===== config.mk =====
export PLATFORM = sky130hd
export DESIGN_NAME = ramen_order_arb
export DESIGN_NICKNAME = d
export VERILOG_FILES = /design/src/rtl/ramen_pkg.sv /design/src/rtl/rr_arbiter.sv /design/src/rtl/ramen_order_arb.sv
export SDC_FILE = /design/constraint.sdc
export NUM_CORES = 1
export LEC_CHECK = 0
export ABC_CLOCK_PERIOD_IN_PS = 4500
export BUFFER_PORTS_ARGS = -buffer_cell sky130_fd_sc_hd__buf_4
export CORE_ASPECT_RATIO = 1.25
export CORE_UTILIZATION = 50
export DETAILED_ROUTE_END_ITERATION = 12
export PLACE_DENSITY = 0.81
export SYNTH_ARGS = -nofsm -noshare
export SYNTH_HDL_FRONTEND = slang
export SYNTH_SLANG_ARGS = --single-unit

===== constraint.sdc =====
create_clock -name clk -period 4.5 [get_ports clk]
set_input_delay 0.675 -clock clk [delete_from_list [all_inputs] [get_ports clk]]
set_output_delay 0.675 -clock clk [all_outputs]
set_load 0.02 [all_outputs]

===== src/rtl/ramen_pkg.sv =====
// Shared types and constants for the ramen order arbiter: ramen types,
// portion encodings, arbiter FSM states and sold_num field helpers.
package ramen_pkg;

  typedef enum logic [1:0] {
    TONKOTSU     = 2'd0,
    TONKOTSU_SOY = 2'd1,
    MISO         = 2'd2,
    MISO_SOY     = 2'd3
  } ramen_type_e;

  localparam logic PORTION_SMALL = 1'b0;
  localparam logic PORTION_BIG   = 1'b1;

  localparam logic [2:0] ST_IDLE  = 3'd0;
  localparam logic [2:0] ST_ARB   = 3'd1;
  localparam logic [2:0] ST_SEND0 = 3'd2;
  localparam logic [2:0] ST_SEND1 = 3'd3;
  localparam logic [2:0] ST_WAIT  = 3'd4;
  localparam logic [2:0] ST_RESP  = 3'd5;
  localparam logic [2:0] ST_CLOSE = 3'd6;
  localparam logic [2:0] ST_DONE  = 3'd7;

  // sold_num packs {T, TS, M, MS} at 27:21, 20:14, 13:7 and 6:0.
  localparam int SOLD_FIELD_W = 7;

  function automatic logic [SOLD_FIELD_W-1:0] sold_field(input logic [27:0] sold,
                                                         input ramen_type_e t);
    return sold[27 - SOLD_FIELD_W*int'(t) -: SOLD_FIELD_W];
  endfunction

endpackage


===== src/rtl/rr_arbiter.sv =====
// Combinational round-robin pick: first requester strictly after ptr,
// wrapping, so the last winner has lowest priority.
module rr_arbiter #(
  parameter int NUM_REQ = 4,
  parameter int IDX_W   = $clog2(NUM_REQ)
) (
  input  logic [NUM_REQ-1:0] req,
  input  logic [IDX_W-1:0]   ptr,
  output logic [NUM_REQ-1:0] grant,
  output logic [IDX_W-1:0]   idx,
  output logic               any
);

  always_comb begin
    // NOTE: every output gets a default before the loop so no latch is inferred.
    grant = '0;
    idx   = '0;
    any   = 1'b0;
    for (int i = 1; i <= NUM_REQ; i++) begin
      if (!any && req[(int'(ptr) + i) % NUM_REQ]) begin
        any                                = 1'b1;
        grant[(int'(ptr) + i) % NUM_REQ]   = 1'b1;
        idx                                = IDX_W'((int'(ptr) + i) % NUM_REQ);
      end
    end
  end

endmodule


===== src/rtl/ramen_order_arb.sv =====
// Front-end arbiter for the ramen kitchen: round-robin order grant, two-beat
// kitchen handshake, verdict routing and session totals. Optional
// per-station success counters under `define RAMEN_ARB_STATS_EN.
module ramen_order_arb
  import ramen_pkg::*;
#(
  parameter int NUM_REQ = 4,
  parameter int IDX_W   = $clog2(NUM_REQ),
  parameter int TIMEOUT = 15
) (
  input  logic                   clk,
  input  logic                   rst,
  input  logic                   sess_start,
  input  logic                   sess_end,
  input  logic [NUM_REQ-1:0]     req_valid,
  input  logic [2*NUM_REQ-1:0]   req_type,
  input  logic [NUM_REQ-1:0]     req_portion,
  output logic [NUM_REQ-1:0]     req_ready,
  output logic [NUM_REQ-1:0]     rsp_valid,
  output logic                   rsp_success,
  output logic                   k_selling,
  output logic                   k_in_valid,
  output logic [1:0]             k_ramen_type,
  output logic                   k_portion,
  input  logic                   k_out_valid_order,
  input  logic                   k_success,
  input  logic                   k_out_valid_tot,
  input  logic [27:0]            k_sold_num,
  input  logic [14:0]            k_total_gain,
  output logic                   tot_valid,
  output logic [27:0]            tot_sold_num,
  output logic [14:0]            tot_gain,
  output logic                   timeout_err
`ifdef RAMEN_ARB_STATS_EN
 ,output logic [8*NUM_REQ-1:0]   stat_ok
`endif
);

  localparam int TMR_W = $clog2(TIMEOUT + 1);

  logic [2:0]         state;
  logic [IDX_W-1:0]   ptr;
  logic [IDX_W-1:0]   g_idx;
  logic               portion_q;
  logic               opened;
  logic               close_pend;
  logic [TMR_W-1:0]   timer;

  logic [NUM_REQ-1:0] gnt;
  logic [IDX_W-1:0]   gnt_idx;
  logic               gnt_any;
  ramen_type_e        gnt_type;

  rr_arbiter #(.NUM_REQ(NUM_REQ), .IDX_W(IDX_W)) u_rr (
    .req   (req_valid),
    .ptr   (ptr),
    .grant (gnt),
    .idx   (gnt_idx),
    .any   (gnt_any)
  );

  assign gnt_type = ramen_type_e'(req_type[2*gnt_idx +: 2]);

  // Outputs are set on the edge that enters the state they belong to, so the
  // value seen in a state is the one assigned when transitioning into it.
  always_ff @(posedge clk) begin
    if (rst) begin
      state        <= ST_IDLE;
      ptr          <= IDX_W'(NUM_REQ - 1);
      g_idx        <= '0;
      portion_q    <= PORTION_SMALL;
      opened       <= 1'b0;
      close_pend   <= 1'b0;
      timer        <= '0;
      req_ready    <= '0;
      rsp_valid    <= '0;
      rsp_success  <= 1'b0;
      k_selling    <= 1'b0;
      k_in_valid   <= 1'b0;
      k_ramen_type <= 2'd0;
      k_portion    <= PORTION_SMALL;
      tot_valid    <= 1'b0;
      tot_sold_num <= '0;
      tot_gain     <= '0;
      timeout_err  <= 1'b0;
    end else begin
      // NOTE: non-blocking assignments; a later assignment in the case below
      // overrides these one-cycle defaults.
      req_ready    <= '0;
      rsp_valid    <= '0;
      rsp_success  <= 1'b0;
      k_in_valid   <= 1'b0;
      k_ramen_type <= 2'd0;
      k_portion    <= PORTION_SMALL;
      tot_valid    <= 1'b0;

      if (state != ST_IDLE && sess_end) close_pend <= 1'b1;

      case (state)
        ST_IDLE: begin
          if (sess_start) begin
            state       <= ST_ARB;
            opened      <= 1'b0;
            close_pend  <= sess_end;
            timeout_err <= 1'b0;
          end
        end

        ST_ARB: begin
          if (close_pend) begin
            if (opened) begin
              state     <= ST_CLOSE;
              k_selling <= 1'b0;
              timer     <= '0;
            end else begin
              state        <= ST_DONE;
              tot_valid    <= 1'b1;
              tot_sold_num <= '0;
              tot_gain     <= '0;
            end
          end else if (gnt_any) begin
            state        <= ST_SEND0;
            req_ready    <= gnt;
            g_idx        <= gnt_idx;
            ptr          <= gnt_idx;
            portion_q    <= req_portion[gnt_idx];
            k_in_valid   <= 1'b1;
            k_ramen_type <= gnt_type;
            k_selling    <= 1'b1;
          end
        end

        ST_SEND0: begin
          state      <= ST_SEND1;
          opened     <= 1'b1;
          k_in_valid <= 1'b1;
          k_portion  <= portion_q;
        end

        ST_SEND1: begin
          state <= ST_WAIT;
          timer <= '0;
        end

        ST_WAIT: begin
          if (k_out_valid_order) begin
            state       <= ST_RESP;
            rsp_valid   <= NUM_REQ'(1) << g_idx;
            rsp_success <= k_success;
          end else if (timer == TMR_W'(TIMEOUT)) begin
            state       <= ST_RESP;
            rsp_valid   <= NUM_REQ'(1) << g_idx;
            rsp_success <= 1'b0;
            timeout_err <= 1'b1;
          end else begin
            timer <= timer + 1'b1;
          end
        end

        ST_RESP: state <= ST_ARB;

        ST_CLOSE: begin
          if (k_out_valid_tot) begin
            state        <= ST_DONE;
            tot_valid    <= 1'b1;
            tot_sold_num <= k_sold_num;
            tot_gain     <= k_total_gain;
          end else if (timer == TMR_W'(TIMEOUT)) begin
            state        <= ST_DONE;
            tot_valid    <= 1'b1;
            tot_sold_num <= '0;
            tot_gain     <= '0;
            timeout_err  <= 1'b1;
          end else begin
            timer <= timer + 1'b1;
          end
        end

        ST_DONE: begin
          state      <= ST_IDLE;
          close_pend <= 1'b0;
        end

        default: state <= ST_IDLE;
      endcase
    end
  end

`ifdef RAMEN_ARB_STATS_EN
  always_ff @(posedge clk) begin
    if (rst) begin
      stat_ok <= '0;
    end else if (state == ST_IDLE && sess_start) begin
      stat_ok <= '0;
    end else begin
      for (int i = 0; i < NUM_REQ; i++) begin
        if (rsp_valid[i] && rsp_success && stat_ok[8*i +: 8] != 8'hFF)
          stat_ok[8*i +: 8] <= stat_ok[8*i +: 8] + 8'd1;
      end
    end
  end
`endif

endmodule


Yosys cells after proc, flatten, opt, wreduce, memory -nomap -nowiden
Cells that the tools add are included.
Widths: inputs -> output; s select.
{"block": "totals", "ff_bits": 73, "inputBits": 66, "out_inout_bits": 59, "wordCells": 179}
{"block": "classes", "add_sub_neg": 5, "magnitude_cmp": 9, "eq_ne": 18, "shift": 2, "mux": 81, "bitwise": 13, "reduce_logical": 33}
{"cell": "$mux 28", "n": 4}
{"cell": "$mux 15", "n": 4}
{"cell": "$pmux 28 s2", "n": 1}
{"cell": "$mux 4", "n": 11}
{"cell": "$mux 1", "n": 33}
{"cell": "$pmux 15 s2", "n": 1}
{"cell": "$pmux 3 s8", "n": 1}
{"cell": "$mux 3", "n": 7}
{"cell": "$lt 3x4->1 const B", "n": 4}
{"cell": "$pmux 4 s4", "n": 1}
{"cell": "$ne 2x2->1 const B", "n": 7}
{"cell": "$eq 3x3->1 const B", "n": 4}
{"cell": "$ge 3x1->1 const B", "n": 4}
{"cell": "$or 4x4->4", "n": 3}
{"cell": "$reduce_and 4->1", "n": 3}
{"cell": "$reduce_or 2->1", "n": 6}
{"cell": "$bmux 1 s2", "n": 5}
{"cell": "$ne 3x3->1 const B", "n": 3}
{"cell": "$demux 1 s2", "n": 4}
{"cell": "$logic_and 1x1->1", "n": 8}
{"cell": "$mux 2", "n": 4}
{"cell": "$pmux 1 s2", "n": 4}
{"cell": "$shiftx 8x4->2", "n": 1}
{"cell": "$eq 3x2->1 const B", "n": 2}
{"cell": "20 further kinds", "n": 36}

Depth between registers and ports, before layout
Gate-level depths: netlist (run 1).
{"block": "depth", "depth_word": 19, "ltp_mapped": 10, "ltp_nobuf": 8}

Cells and area by module
Synthesis (run 1) repeated with hierarchy kept, for this count alone.
{"block": "unflattened", "cells_unflattened": 371, "hier_area_um2": 3739.8}
{"mod": "ramen_order_arb", "instances": 1, "cells_each": 285, "area_per_inst_um2": 3110.5, "seq_area_each_um2": 1461.4}
{"mod": "rr_arbiter", "instances": 1, "cells_each": 86, "area_per_inst_um2": 629.4, "seq_area_each_um2": 0.0}

Worst setup path before layout (run 1)
Ideal clock, no wire load.
{"block": "synth_path", "kind": "register to register", "from": "reg ptr[1]", "to": "reg portion_q", "setup_ns": 0.122, "arrival_ns": 2.519, "required_ns": 4.378, "path_slack_ns": 1.859, "stages_incl_launch_ff": 11, "n_path_buf": 2, "period_less_slack_ns": 2.641, "cell_sequence": "dfxtp_1 buf_2 inv_1 ha_1 buf_2 mux2i_1 mux2i_1 a21oi_4 o21ai_2 mux2_4 a221o_1"}
{"block": "synth_between", "elab_chain_len": 16, "elab_cells_between_ends": 33, "classes_between": "4 x add/sub; 22 x mux; 7 x reduce/logical"}
{"element": "from (decl)", "line_no": "ramen_order_arb.sv:42", "rtl": "logic [IDX_W-1:0] ptr;"}
{"element": "from (signal assigned)", "line_no": "ramen_order_arb.sv:69", "rtl": "ptr <= IDX_W'(NUM_REQ - 1);"}
{"element": "from (signal assigned)", "line_no": "ramen_order_arb.sv:125", "rtl": "ptr <= gnt_idx;"}
{"element": "$add 2x1->2", "line_no": "rr_arbiter.sv:20, rr_arbiter.sv:23"}
{"element": "$bmux 1 s2", "line_no": "rr_arbiter.sv:20", "rtl": "if (!any && req[(int'(ptr) + i) % NUM_REQ]) begin"}
{"element": "$mux 1 (not written as such) (2 in a row)", "line_no": "rr_arbiter.sv:20"}
{"element": "$mux 1", "line_no": "rr_arbiter.sv:20"}
{"element": "$logic_not 1->1", "line_no": "rr_arbiter.sv:20"}
{"element": "$logic_and 1x1->1", "line_no": "rr_arbiter.sv:20"}
{"element": "$mux 1", "line_no": "rr_arbiter.sv:20"}
{"element": "$logic_not 1->1", "line_no": "rr_arbiter.sv:20"}
{"element": "$logic_and 1x1->1", "line_no": "rr_arbiter.sv:20"}
{"element": "$mux 1", "line_no": "rr_arbiter.sv:20"}
{"element": "$logic_not 1->1", "line_no": "rr_arbiter.sv:20"}
{"element": "$logic_and 1x1->1", "line_no": "rr_arbiter.sv:20"}
{"element": "$mux 2", "line_no": "rr_arbiter.sv:20"}
{"element": "$bmux 1 s2", "line_no": "ramen_order_arb.sv:126", "rtl": "portion_q <= req_portion[gnt_idx];"}
{"element": "$mux 1 (not written as such)", "line_no": "ramen_order_arb.sv:126"}
{"element": "to (signal assigned)", "line_no": "ramen_order_arb.sv:126"}
{"element": "to (decl)", "line_no": "ramen_order_arb.sv:44", "rtl": "logic portion_q;"}
Several ways; a longest one is shown, not always the timed one. The select of a mux whose other input is x is not followed.
A chain may end at the register's enable or synchronous reset.

Final worst setup path (run 1)
Ends and elaborated chain as after synthesis.

==> flow_summary.ini, run 1 <==
[clocking]
post_cts_buffers = 0
holdBufCountCts = 0
clk_pin_slew_ns = 0.07
htree_levels = 3
cts_buffers = 9
cts_root_buf = clkbuf_8
cts.path.max_buffers = 2
clkLatencyLatePin_ns = 0.34
cts_tree = done
cts_sinks = 73
cts.repair.resized = 0

[global_route]
grt_max_degree = 64
grt_pass1_vias = 3048
grt_pass1_wl_um = 14000
grt-ovfl-total = 0
antenna_found_initial = 0
grt.total_usage_pct = 26.56

[synth]
syn_avg_cell_area_sq_um = 8.981
synth_ff_type = dfxtp_1
syn_area_sq_um = 3278
synth_nets = 440
yosys-top-cells-area = dfxtp_1 45%, a22oi_1 12%, nor2_1 7.4%, ha_1 3.4%, a21oi_1 2.6%
synthCells = 365
synth_edf_count = 0
ys_top_cells_by_count = 73 x dfxtp_1, 65 x nor2_1, 52 x a22oi_1
yosysWarnings = 0
synth_most_common_cell = dfxtp_1
synth_top_cell_by_area = dfxtp_1
yosysSeqAreaShare_pct = 44.58
async_reset_ff_share_pct = 0
ys_ff_latch = 73
post_synth_num_cell_types = 53
synth_top_area_share_pct = 44.58

[timing]
tightest_slew_ns = 1.169
min_period_ns = 3.394
timing.fmax_mhz = 294.6
slew_viol_final = 0
setup_violations = 0
max_slew_margin_pct = 22.07
worst_clock_skew_ns = 0.01263
final_hold_viol_count = 0
fin_crit_sh_pct = 75.43
rsz0062_at_grt = no
setup-tns-final_ns = 0

[die]
die_h_um = 92.53
die_x_um = 74.42
io_pins = 125
start_util_pct = 52.48
core_sq_um = 6246
dieArea_sq_um = 6886
row_count = 32

[placement]
place_area_sq_um = 4208
port_buffers = 124
post-dp-hpwl_um = 6381
dp_cells = 545
gp_congestion = 0.8475

[power_and_ir_drop]
power_frac_comb_pct = 24.7
p_clk_share_pct = 33.5
internal_power_w = 0.001188
pwr-share-seq_pct = 41.8
p_total_w = 0.001707
sw_frac_of_total_pct = 30.41
p_sw_w = 0.0005189
max-vdd-ir-drop_mv = 0.2612
powerDensity_nw_per_um2 = 384.8
p_leak_nw = 1.939

[drt]
dr.pass1.iters = 4
ant_nets = 0
wire_per_inst_um = 15.69
viasPerCell = 5.613
routed_wirelength_um = 8804
drt-initial-drc-count = 154
routed-via-count = 3149
drc = 0

[status]
status = complete, no violations

[final_layout]
syn2layout_area_growth_pct = 35.31
nets = 546
n_antenna_cell = 0
multi_input_area_sq_um = 1672
final_cells = 561
drive_gt1_share_pct = 34.03
regArea_sq_um = 1461
fill_cells = 529
fin_area_sq_um = 4436

[critical_path]
critPathRequiredTime_ns = 4.73
worstSetupStartpointType = flop
r2r-end = portion_q$_SDFFE_PP0P_
reg2regPathDepth = 8
arrival_ns = 3.62
r2r_start = ptr[1]$_SDFFE_PP1P_
setup.worst_path.end_class = flop
critical_path.max_fanout = 16
path_class = reg -> reg
reg2reg_slack_ns = 1.11

[hold_path]
holdPathEnd = rsp_valid[2]$_SDFF_PP0_
hold_start = g_idx[1]$_SDFFE_PP0P_
hp-class = reg -> reg
holdPathStages = 2

[job]
cap_violations = 0
==> state kept, by name, summed over array words and instances (netlist names), 2 cells and up <==
register      cells
rsp_valid         4
timer             4
state             3
tot_gain         15
ptr               2
req_ready         4
k_ramen_type      2
tot_sold_num     28
g_idx             2
==> how the worst max path moves through the flow <==
stage,from,end,slack [ns]
2_1_floorplan,ptr[1]$_SDFFE_PP1P_,portion_q$_SDFFE_PP0P_,1.86
3_3_place_gp,ptr[1]$_SDFFE_PP1P_,portion_q$_SDFFE_PP0P_,1.29
3_5_place_dp,ptr[1]$_SDFFE_PP1P_,portion_q$_SDFFE_PP0P_,1.11
4_1_cts,ptr[1]$_SDFFE_PP1P_,portion_q$_SDFFE_PP0P_,1.12
5_1_grt,ptr[1]$_SDFFE_PP1P_,portion_q$_SDFFE_PP0P_,0.83
6_report,ptr[1]$_SDFFE_PP1P_,portion_q$_SDFFE_PP0P_,1.11
==> kinds of logic (layout without fill, tap and decap cells) <==
group | Yosys count | in the layout | share of synthesized area [%]
compound gates | 107 | 107 | 23.51
xor+xnor | 1 | 1 | 0.2672
fa+ha+maj | 9 | 9 | 3.435
buf+inv | 37 | 148 | 4.886
flops | 73 | 73 | 44.58
mux | 15 | 15 | 5.649
simple gates | 123 | 123 | 17.67
==> routing by layer <==
layer,global-route usage [%],up-vias,wire length (um)
met5,0,-,0
met3,7.291,19,528
met2,46.40,106,4617
met4,11.79,0,242
li1,-,1529,-
met1,29.16,1495,3416
==> critical path, cell delays in order, from the launching register on <==
cell and delay, ns:
dfxtp_1 0.68, inv_1 0.20, ha_1 0.41, mux2i_1 0.19
mux2i_1 0.86, a21oi_4 0.15, o21ai_2 0.20, mux2_4 0.31
a221o_1 0.28
==> through the flow <==
stage          setup slack [ns]  hold slack (ns)  util (%)
2_1_floorplan             1.859           0.4289         -
3_3_place_gp              1.287           0.4609     67.37
3_5_place_dp              1.112           0.4714     67.37
4_1_cts                   1.120           0.4825     71.01
5_1_grt                  0.8259           0.5279     71.01
6_report                  1.106           0.4814     71.01
==> final cells by class <==
cell class | count | share of cell area (%)
clock buffers | 10 | 3.103
clock inverters | 6 | 2.031
inverters | 6 | 0.5078
multi-input cells | 255 | 37.69
flip-flops and latches | 73 | 32.95
well taps | 85 | 2.398
repair buffers | 126 | 21.33
==> placed cells by master, fill, tap and decap left out, drive strengths merged, types with 4 or more instances in the layout <==
cell    synthesis  final
inv             6      7
nor2           66     66
nor2b           7      7
a22oi          52     52
nand3           4      4
or2             7      7
o21ai          12     12
nor3            7      7
nand2b          4      4
mux2            5      5
and3            5      5
clkbuf         21     10
ha              9      9
mux2i           8      8
nand2          12     12
buf            10    126
dfxtp          73     73
a21oi          18     18
==> power groups by stage <==
| stage | clock network [W] | registers, W | logic [W] |
|---|---|---|---|
| floorplan | 0 | 0.000724 | 0.000298 |
| global placement | 0 | 0.000724 | 0.000410 |
| detailed placement | 0 | 0.000727 | 0.000419 |
| CTS | 0.000584 | 0.000712 | 0.000421 |
| global route | 0.000607 | 0.000718 | 0.000460 |
| finish | 0.000572 | 0.000713 | 0.000421 |
No activity file was read; power rests on OpenSTA's default activity.
==> run 2: changes to the inputs <==
Settings changed: ABC_CLOCK_PERIOD_IN_PS 4500 to 3100, CORE_UTILIZATION 50 to 44, PLACE_DENSITY 0.81 to 0.76.
Clock period 4.5 ns to 3.1 ns, I/O delays scaled along.
==> flow_summary.ini, run 2 (same netlist as run 1, synthesis figures left out) <==
[status]
status = complete, no violations

[final_layout]
max_flop_register = tot_sold_num
regArea_sq_um = 1461
multi_input_area_sq_um = 1672
nets = 550
syn2layout_area_growth_pct = 36.64
drive_gt1_share_pct = 34.58
largest_register_ffs = 28
fill_cells = 611
layout_commonest_cell = buf_4
n_antenna_cell = 0
final_cell_mix = 130 x buf_4, 73 x dfxtp_1, 65 x nor2_1
reg_top3 = tot_sold_num: 28 flops, tot_gain: 15 flops

[timing]
min_period_ns = 2.572
slew_viol_final = 0
max_slew_margin_pct = 52.23
setup-tns-final_ns = 0
fin_crit_sh_pct = 82.96
worst_clock_skew_ns = 0.01297
finalHoldWorstSlack_ns = 0.3523
rsz0062_at_grt = no
setup_violations = 0
final_hold_viol_count = 0
tightest_slew_ns = 0.7100
timing.fmax_mhz = 388.8

[drt]
wire_per_inst_um = 14.49
routed_wirelength_um = 8260
viasPerCell = 5.489
drt-initial-drc-count = 159
routed-via-count = 3129
ant_nets = 0
drc = 0
dr.pass1.iters = 4

[critical_path]
critPathRequiredTime_ns = 3.37
arrival_ns = 2.84
setup.worst_path.end_class = flop
worstSetupStartpointType = flop
critical_path.max_fanout = 13
path_class = reg -> reg

[clocking]
cts_root_buf = clkbuf_8
clkLatencyLatePin_ns = 0.34
holdBufCountCts = 0
cts_tree = done
cts.repair.resized = 0
cts_buffers = 9
htree_levels = 3
cts.path.max_buffers = 2
post_cts_buffers = 0
clk_pin_slew_ns = 0.09
cts_sinks = 73

[power_and_ir_drop]
max-vdd-ir-drop_mv = 0.3222
powerDensity_nw_per_um2 = 562.6
p_leak_nw = 1.964
p_total_w = 0.002520

[placement]
gp_congestion = 0.9079
post-dp-hpwl_um = 5810
port_buffers = 124

[hold_path]
hp-class = in -> reg

[job]
cap_violations = 0

[global_route]
grt-ovfl-total = 0
grt.total_usage_pct = 21.33
grt_max_degree = 64
grt_pass1_wl_um = 13250
antenna_found_initial = 0
grt_pass1_vias = 2878

[die]
io_pins = 125
start_util_pct = 46.14
core_sq_um = 7104
die_h_um = 98.51
dieArea_sq_um = 7802
row_count = 34
die_x_um = 79.20
-- run 2: cell types whose count changed in the layout (fill, tap and decap cells not counted), sizes merged --
| cell | delta |
|---|---|
| clkinvlp | -1 |
| inv | +2 |
| clkinv | -1 |
| buf | +4 |
-- run 2: area by class of cell --
class                      count  area share [%]
sequential                    73           32.63
clock buffer                  10           3.073
multi-input combinational    255           37.32
inverter                       6          0.5028
clock inverter                 6           2.179
tap                           90           2.514
timing repair buffer         130           21.79
-- run 2: metrics by stage --
step / setup WS, ns / instance area (sq um) / cells / util, %
final: 0.5282 / 4479 / 570 / 63.05
after global routing: 0.2888 / 4479 / 570 / 63.05
after CTS: 0.5612 / 4479 / 570 / 63.05
after detailed placement: 0.6025 / 4244 / 554 / 59.74
after global placement: 0.7353 / 4244 / 554 / 59.74
after floorplan: 0.4591 / 3278 / 365 / -
-- run 2: per-layer routing --
layer,track usage (%),share of wire (%)
met4,8.252,1.2
met3,5.741,7.3
met5,0,0
met1,25.52,40
met2,36.01,52
-- run 2: power by group --
part,internal (W),switching (W)
clock,0.000488,0.000380
sequential,0.000979,0.0000433
combinational,0.000278,0.000351
-- run 2: path summary, 6_finish.rpt --
| kind | start | endpoint | slack [ns] | cells past startpoint |
|---|---|---|---|---|
| worst max register to register | ptr[1]$_SDFFE_PP1P_ | req_ready[0]$_SDFF_PP0_ | 0.53 | 8 |
| worst min register to register | g_idx[0]$_SDFFE_PP0P_ | rsp_valid[2]$_SDFF_PP0_ | 0.47 | 1 |
| worst max-delay path | ptr[1]$_SDFFE_PP1P_ | req_ready[0]$_SDFF_PP0_ | 0.53 | 8 |
| worst min-delay path | k_sold_num[21] | tot_sold_num[21]$_SDFFE_PP0P_ | 0.35 | 3 |
-- run 2: worst max-delay path: stages (launching register included) --
cell	delay, ns
dfxtp_1	0.33
inv_1	0.08
ha_1	0.41
mux2i_1	0.33
mux2i_1	0.19
buf_4	0.21
nor4_1	0.61
a22oi_1	0.14
a21oi_1	0.19
==> run 3: changes to the inputs <==
Settings changed: ABC_CLOCK_PERIOD_IN_PS 3100 to 2200.
Clock period 3.1 ns to 2.2 ns, I/O delays scaled along.
==> flow_summary.ini, run 3 (same netlist as run 1, synthesis figures left out) <==
[global_route]
grt_pass1_vias = 3220
antenna_found_initial = 0
grt.total_usage_pct = 22.86
grt_pass1_wl_um = 14190
grt_max_degree = 45
grt-ovfl-total = 0

[clocking]
clk_pin_slew_ns = 0.09
cts_tree = done
htree_levels = 3
cts_root_buf = clkbuf_8
cts.path.max_buffers = 2
holdBufCountCts = 0
clkLatencyLatePin_ns = 0.34
cts_sinks = 73
cts_buffers = 9

[power_and_ir_drop]
max-vdd-ir-drop_mv = 0.4566
p_leak_nw = 2.051
powerDensity_nw_per_um2 = 765.9
p_total_w = 0.003599

[placement]
gp_congestion = 0.8394
dpl_worst_slack_ns = -0.01380
port_buffers = 124
dp_cells = 573
post-dp-hpwl_um = 6478

[die]
die_x_um = 79.20
die_h_um = 98.51
dieArea_sq_um = 7802
io_pins = 125
row_count = 34
start_util_pct = 46.14
core_sq_um = 7104

[critical_path]
crit_path_start = ptr[0]$_SDFFE_PP1P_
critPathTopFamily = multiplexers
critical_path.max_fanout = 4
arrival_ns = 2.43
path_class = reg -> reg
setup.worst_path.end_class = flop
slowest_stage = dfxtp_4
path_buf_inv = 1
crit_chain = clkinvlp_4, ha_4, mux4_2, nor2_2, o211ai_2, o21ai_2, mux2_4, a221o_1
worstSetupStartpointType = flop
critPathRequiredTime_ns = 2.44
slowest_delay_ns = 0.38
r2r_start = ptr[0]$_SDFFE_PP1P_

[final_layout]
n_antenna_cell = 0
layout_commonest_cell = buf_4
syn2layout_area_growth_pct = 43.36
final_util_pct = 66.15
final_cells = 592
max_flop_register = tot_sold_num
final_cell_mix = 150 x buf_4, 71 x dfxtp_1, 63 x nor2_1
nets = 572
largest_register_ffs = 28
reg_top3 = tot_sold_num: 28 flops, tot_gain: 15 flops
drive_gt1_share_pct = 39.64

[drt]
wire_per_inst_um = 15.04
routed-via-count = 3255
viasPerCell = 5.498
ant_nets = 0
dr.pass1.iters = 4
routed_wirelength_um = 8902
drt-initial-drc-count = 163
drc = 0

[status]
status = complete, no violations

[timing]
tightest_slew_ns = 0.4530
rsz0062_at_grt = yes
worst_clock_skew_ns = 0.01389
setup_violations = 0
max_slew_margin_pct = 69.48
setup_ws_ns = 0.007058
fin_crit_sh_pct = 99.68
min_period_ns = 2.193
timing.fmax_mhz = 456.0
final_hold_viol_count = 0
slew_viol_final = 0

[hold_path]
hold_start = k_total_gain[8]
hp-class = in -> reg

[job]
cap_violations = 0
run 3: cell count changes in the layout (fill, tap and decap cells not counted), moves of 2 or more:
cell / previous run / this run
buf_4: 130 / 150
mux2i_4: 0 / 2
nor2_1: 65 / 63
clkinvlp_4: 0 / 3
dfxtp_1: 73 / 71
mux2i_1: 8 / 5
nor2_2: 0 / 2
run 3: metal layers:
metal,wire length [um],track usage [%]
met1,3505,25.44
met2,4791,40.78
met3,479,5.926
met4,125,9.231
met5,0,0
run 3: final timing paths:
path,to,slack [ns],depth (start not counted)
max,portion_q$_SDFFE_PP0P_,0.007,8
min,tot_gain[8]$_SDFFE_PP0P_,0.22,3
max reg2reg,portion_q$_SDFFE_PP0P_,0.007,8
min reg2reg,rsp_valid[2]$_SDFF_PP0_,0.47,1
run 3: tightest hold or removal path: stages:
cell and delay (ns):
buf_4 0.08, a22oi_1 0.05, nor2_1 0.08
run 3: through the flow:
| stage | setup TNS, ns | hold WS [ns] | instance area (sq um) |
|---|---|---|---|
| 6_report | 0 | 0.2217 | 4700 |
| 4_1_cts | 0 | 0.2065 | 4671 |
| 3_5_place_dp | -0.01380 | 0.4571 | 4451 |
| 5_1_grt | -0.2097 | 0.2127 | 4700 |
| 2_1_floorplan | -0.6829 | 0.4289 | 3338 |
| 3_3_place_gp | 0 | 0.4582 | 4451 |
run 3: where the power goes:
part           internal (W)  total [W]  switching, W
registers           0.00138    0.00142     0.0000383
clock network      0.000528    0.00104      0.000509
logic              0.000543    0.00114      0.000599
run 3: layout make-up:
class                           count  area [sq um]
Timing Repair Buffer              152          1157
Fill cell                         604          2405
Tap cell                           90         112.6
Clock inverter                      6         67.56
Sequential cell                    73          1466
Clock buffer                       10         127.6
Multi-Input combinational cell    255          1742
Inverter                            6         26.28
run 3: repair_timing:
action / in CTS / in global routing
pin swaps: 1 / 4
setup endpoints to repair: 5 / 8
setup buffers: 2 / 1
resized for setup: 3 / 4
